File: config.mk
export PLATFORM = sky130hd
export DESIGN_NAME = lif_step_scheduler
export DESIGN_NICKNAME = d
export VERILOG_FILES = /design/src/rtl/lif_step_scheduler.sv
export SDC_FILE = /design/constraint.sdc
export NUM_CORES = 1
export LEC_CHECK = 0
export BUFFER_PORTS_ARGS = -buffer_cell sky130_fd_sc_hd__buf_4
export CAP_MARGIN = 5
export CORE_UTILIZATION = 32
export DETAILED_ROUTE_END_ITERATION = 10
export SETUP_SLACK_MARGIN = 0.2
export SLEW_MARGIN = 0
export SYNTH_ARGS = -nofsm -noshare
export SYNTH_HDL_FRONTEND = slang
export SYNTH_SLANG_ARGS = --single-unit
File: constraint.sdc
create_clock -name clk_i -period 7.7 [get_ports clk_i]
set_input_delay 0.385 -clock clk_i [delete_from_list [all_inputs] [get_ports clk_i]]
set_output_delay 0.385 -clock clk_i [all_outputs]
set_load 0.1 [all_outputs]
File: src/rtl/lif_step_scheduler.sv
// lif_step_scheduler: shares one leaky integrate-and-fire datapath across
// N_NEURONS neurons. Each start runs one timestep. Every neuron fetches its
// input current over valid/ready, then leak, integrate and fire/reset are
// applied in a single UPDATE cycle.
module lif_step_scheduler #(
   parameter  int N_NEURONS = 4,
   parameter  int V_W       = 8,
   localparam int IDX_W     = (N_NEURONS > 1) ? $clog2(N_NEURONS) : 1
) (
   input  logic                 clk_i,
   input  logic                 rst_ni,
   input  logic                 ena_i,
   input  logic                 start_i,
   input  logic                 cur_valid_i,
   output logic                 cur_ready_o,
   input  logic [V_W-1:0]       cur_data_i,
   output logic [IDX_W-1:0]     cur_idx_o,
   input  logic                 thr_we_i,
   input  logic [V_W-1:0]       thr_data_i,
   input  logic                 leak_we_i,
   input  logic [2:0]           leak_data_i,
   output logic [N_NEURONS-1:0] spikes_o,
   output logic [V_W-1:0]       v_mon_o,
   output logic                 busy_o,
   output logic                 done_o
);

   typedef enum logic [1:0] {
      S_IDLE   = 2'd0,
      S_FETCH  = 2'd1,
      S_UPDATE = 2'd2,
      S_DONE   = 2'd3
   } state_t;

   localparam logic [IDX_W-1:0] LAST_IDX = IDX_W'(N_NEURONS - 1);
   localparam logic [V_W-1:0]   THR_RST  = V_W'(1) << (V_W - 1);
   localparam logic [2:0]       LEAK_RST = 3'd2;

   state_t                          state_q, state_d;
   logic [IDX_W-1:0]                idx_q;
   logic [N_NEURONS-1:0][V_W-1:0]   mem_q;
   logic [V_W-1:0]                  cur_q;
   // Programmable registers plus the copies frozen for the running timestep
   logic [V_W-1:0]                  thr_q, thr_w_q;
   logic [2:0]                      leak_q, leak_w_q;
   logic [N_NEURONS-1:0]            shadow_q, shadow_nx;
   logic [N_NEURONS-1:0]            spikes_q;
   logic [V_W-1:0]                  v_mon_q;

   logic                            start_acc, hs, upd, last;
   logic [V_W-1:0]                  v_old, v_leak, v_sat;
   logic [V_W:0]                    v_sum;
   logic                            fire;

   // Qualified events; ena low freezes everything
   always_comb begin
      start_acc = ena_i && (state_q == S_IDLE) && start_i;
      hs        = ena_i && (state_q == S_FETCH) && cur_valid_i;
      upd       = ena_i && (state_q == S_UPDATE);
      last      = (idx_q == LAST_IDX);
   end

   // State register
   always_ff @(posedge clk_i or negedge rst_ni) begin
      if (!rst_ni) state_q <= S_IDLE;
      else         state_q <= state_d;
   end

   // Next-state: one FETCH/UPDATE pair per neuron, then a single DONE cycle
   always_comb begin
      state_d = state_q;
      if (ena_i) begin
         case (state_q)
            S_IDLE:   if (start_i) state_d = S_FETCH;
            S_FETCH:  if (cur_valid_i) state_d = S_UPDATE;
            S_UPDATE: state_d = last ? S_DONE : S_FETCH;
            S_DONE:   state_d = S_IDLE;
            default:  state_d = S_IDLE;
         endcase
      end
   end

   // FSM outputs; done is masked by ena so a stalled DONE cycle does not pulse
   always_comb begin
      cur_ready_o = (state_q == S_FETCH) && ena_i;
      busy_o      = (state_q != S_IDLE);
      done_o      = (state_q == S_DONE) && ena_i;
   end

   // Neuron index: walks 0..N-1 and wraps to 0 on the final update
   always_ff @(posedge clk_i or negedge rst_ni) begin
      if (!rst_ni)        idx_q <= '0;
      else if (start_acc) idx_q <= '0;
      else if (upd)       idx_q <= last ? '0 : idx_q + IDX_W'(1);
   end

   // Programmable threshold and leak shift, writable in any state
   always_ff @(posedge clk_i or negedge rst_ni) begin
      if (!rst_ni) begin
         thr_q  <= THR_RST;
         leak_q <= LEAK_RST;
      end else if (ena_i) begin
         if (thr_we_i)  thr_q  <= thr_data_i;
         if (leak_we_i) leak_q <= leak_data_i;
      end
   end

   // Working copies taken from the old register values at the start edge, so
   // a same-cycle write only lands in the following timestep
   always_ff @(posedge clk_i or negedge rst_ni) begin
      if (!rst_ni) begin
         thr_w_q  <= THR_RST;
         leak_w_q <= LEAK_RST;
      end else if (start_acc) begin
         thr_w_q  <= thr_q;
         leak_w_q <= leak_q;
      end
   end

   // Input current is captured only on the handshake edge
   always_ff @(posedge clk_i or negedge rst_ni) begin
      if (!rst_ni)  cur_q <= '0;
      else if (hs)  cur_q <= cur_data_i;
   end

   // Leak/integrate in V_W+1 bits; the leak term never exceeds v so no underflow
   always_comb begin
      v_old  = mem_q[idx_q];
      v_leak = v_old >> leak_w_q;
      v_sum  = {1'b0, v_old} - {1'b0, v_leak} + {1'b0, cur_q};
      v_sat  = v_sum[V_W] ? {V_W{1'b1}} : v_sum[V_W-1:0];
      fire   = (v_sat >= thr_w_q);
      shadow_nx        = shadow_q;
      shadow_nx[idx_q] = fire;
   end

   // Membrane write-back, monitor, and spike collection
   always_ff @(posedge clk_i or negedge rst_ni) begin
      if (!rst_ni) begin
         mem_q    <= '0;
         v_mon_q  <= '0;
         shadow_q <= '0;
         spikes_q <= '0;
      end else if (upd) begin
         mem_q[idx_q] <= fire ? '0 : v_sat;
         v_mon_q      <= v_sat;
         shadow_q     <= shadow_nx;
         if (last) spikes_q <= shadow_nx;
      end
   end

   assign cur_idx_o = idx_q;
   assign spikes_o  = spikes_q;
   assign v_mon_o   = v_mon_q;

endmodule

==> reports/qor.csv <==
stage;metric;value;unit
run_status;status;completed;
grt;grt_pass1_wl;17120;um
sta;worst_pin_slew;1.006;ns
sta;finalHoldViolCount;0;
synth;synth.top_cells.by_area;dfrtp_1 (42%), mux2_2 (7.1%), ha_1 (5.7%);
drt;num_vias;3355;
clocking;cts_root_buffer;clkbuf_16;
die;start_util;33.03;%
grt;grt_overflow;0;
synth;syn_nets;506;
sta;post-route-period-util;82.69;%
synth;synth.most_common_cell;dfrtp_1;
drt;ant_nets;0;
synth;syn-cell-area;0.004602;sq mm
drt;firstDrtPassIters;4;
clocking;clk_pin_slew;0.06;ns
die;die_w;121.9;um
die;io_pins;43;
sta;tns;0;ns
worst_setup_path;crit_type;flop to flop;
worst_setup_path;crit_fanout;28;
clocking;cts_made_buffers;9;
clocking;cts_max_level;3;
worst_setup_path;end_kind;flop;
clocking;clk-insertion-delay-late;0.34;ns
synth;synth_cells;451;
run;maxCapViolations;0;
sta;setup-violations-final;0;
synth;syn_area_per_cell;10.20;sq um
clocking;postCtsSetupRepairBufs;0;
synth;yosys-top-cells-count;dfrtp_1 (77), nand2_1 (70), inv_1 (52), o31ai_1 (35), mux2_2 (29);
drt;finalWirelength;10090;um
worst_setup_path;cp.required;7.92;ns
grt;grt_pass1_vias;3484;
drt;avgRoutedWirePerCell;15.06;um
final_layout;nets;540;
clocking;cts_tree;built;
die;coreArea;0.01393;sq mm
sta;fmax;157.1;MHz
synth;synth_edf_count;0;
worst_setup_path;cp-startpoint;cur_idx_o[0];
final_layout;utilization;38.62;%
sta;clock-skew-final;0.01304;ns
die;num_rows;43;
grt;grt_usage;15.05;%
drt;drt_iter0_markers;152;
synth;synth.top_cell.area_share;41.87;%
final_layout;areaGrowthSynthToFinish;16.94;%
synth;synth-seq-cells;81;
worst_setup_path;critPathLaunchType;flop;
sta;min_period;6.367;ns
clocking;cts.sinks;81;
synth;yosysTopAreaCell;dfrtp_1;
final_layout;drive_gt1_share;23.06;%
placed_design;gp_congestion;0.8377;
drt;drc;0;
grt;antenna_found_initial;0;
synth;ys_types;47;
clocking;cts_resized;0;
grt;grt_max_degree;82;
die;fp.dieH;121.9;um
worst_setup_path;crit_arrival;6.59;ns
clocking;hold_buffers;0;
sta;slew-limit-headroom;32.94;%
die;die_area;0.01486;sq mm
worst_setup_path;r2r_start;cur_idx_o[0];
final_layout;diodes;0;
synth;ys.flop_type;dfrtp_1;
placed_design;portBuffers;42;
worst_hold_path;hold_class;input port to asynchronous set/reset pin;
drt;via_per_inst;5.007;
synth;synthArstFlopShare;100.0;%
sta;finalMaxSlewViolations;0;
placed_design;hpwl;7319;um
synth;yosysWarnings;0;
sta;rsz0062_at_grt;false;
synth;yosysSeqAreaShare;44.15;%
clocking;clock_path_buffers;2;
==> state kept, by name, indices dropped and copies added, names as in the netlist <==
register / cells
thr_q: 8
spikes_o: 4
cur_q: 8
thr_w_q: 8
state_q: 2
v_mon_o: 8
shadow_q: 3
leak_w_q: 3
leak_q: 3
mem_q: 32
cur_idx_o: 2
==> routing by layer <==
layer | share of wire (%) | vias to the layer above | wire length (um) | GRT usage, %
li1 | - | 1627 | - | -
met1 | 46 | 1648 | 4623 | 18.78
met2 | 48 | 60 | 4864 | 25.11
met4 | 2.5 | 0 | 250 | 6.713
met5 | 0 | - | 0 | 0
met3 | 3.5 | 20 | 351 | 2.949
==> critical path, stage by stage, from the launching register on <==
cell and delay [ns]:
dfrtp_1 0.80, mux4_2 0.64, mux2_2 0.30, nor2_1 0.09, a211oi_1 0.07, a221o_1 0.31, fa_1 0.50, fa_1 0.47
nand2b_1 0.20, a211oi_1 0.33, o21ai_2 0.20, a21boi_1 0.59, inv_1 0.11, ha_1 0.30, a21o_1 0.16, a211o_1 0.36
a21o_1 0.28, buf_4 0.27, o31ai_1 0.27
==> area by class of cell <==
| type | instances | area [sq um] |
|---|---|---|
| clock inverters | 6 | 66.31 |
| clock buffers | 10 | 239.0 |
| flip-flops and latches | 81 | 2032 |
| repair buffers | 46 | 345.3 |
| multi-input cells | 295 | 2278 |
| well taps | 180 | 225.2 |
| inverters | 52 | 195.2 |
| fillers | 1370 | 8553 |
==> layout by cell type (no fill, tap or decap), types with 2 or more instances in the layout <==
cell and count:
nand2b_1 7, clkinv_4 2, clkinv_2 2, a211oi_1 8, o31ai_1 35, mux2i_1 9, or3_1 2, buf_4 46
dfrtp_1 77, clkbuf_16 9, nand4_1 3, a21oi_1 10, mux4_2 8, a21o_1 7, or2_2 2, nor2_1 17
inv_1 52, mux2_2 29, o21ai_0 28, nor3_1 3, ha_1 21, fa_1 8, nand3b_1 3, xnor2_1 3
nand2_1 70, o21ai_2 2, dfstp_2 4
==> kinds of logic (layout without fill, tap and decap cells) <==
family          Yosys count  after routing  synth area share, %
compound gates          103            103                15.72
xor+xnor                  4              4               0.7614
fa+ha+maj                29             29                9.190
buf+inv                  75            114                6.471
flops                    81             81                44.15
mux                      46             46                12.97
simple gates            113            113                10.74
==> metrics by stage <==
step	setup WS (ns)	hold WS, ns	instance area [sq um]	std cells
5_1_grt	1.005	0.2675	5381	670
4_1_cts	1.243	0.2608	5381	670
6_report	1.333	0.1977	5381	670
3_3_place_gp	1.408	0.4545	5076	654
2_1_floorplan	1.498	0.08941	4602	451
3_5_place_dp	1.273	0.4627	5076	654
==> final timing paths <==
kind | end | slack [ns] | depth (start not counted)
worst max-delay path | mem_q[27] | 1.33 | 18
worst min-delay path | v_mon_o[6] | 0.20 | 1
worst max register to register | mem_q[27] | 1.33 | 18
worst min register to register | thr_w_q[4] | 0.47 | 2
max in group asynchronous | mem_q[6] | 6.84 | 1
min in group clk_i | thr_q[5] | 0.27 | 2
Power is not shown: default switching activity piles up to over one toggle a cycle in this logic, so the estimate is an artifact.
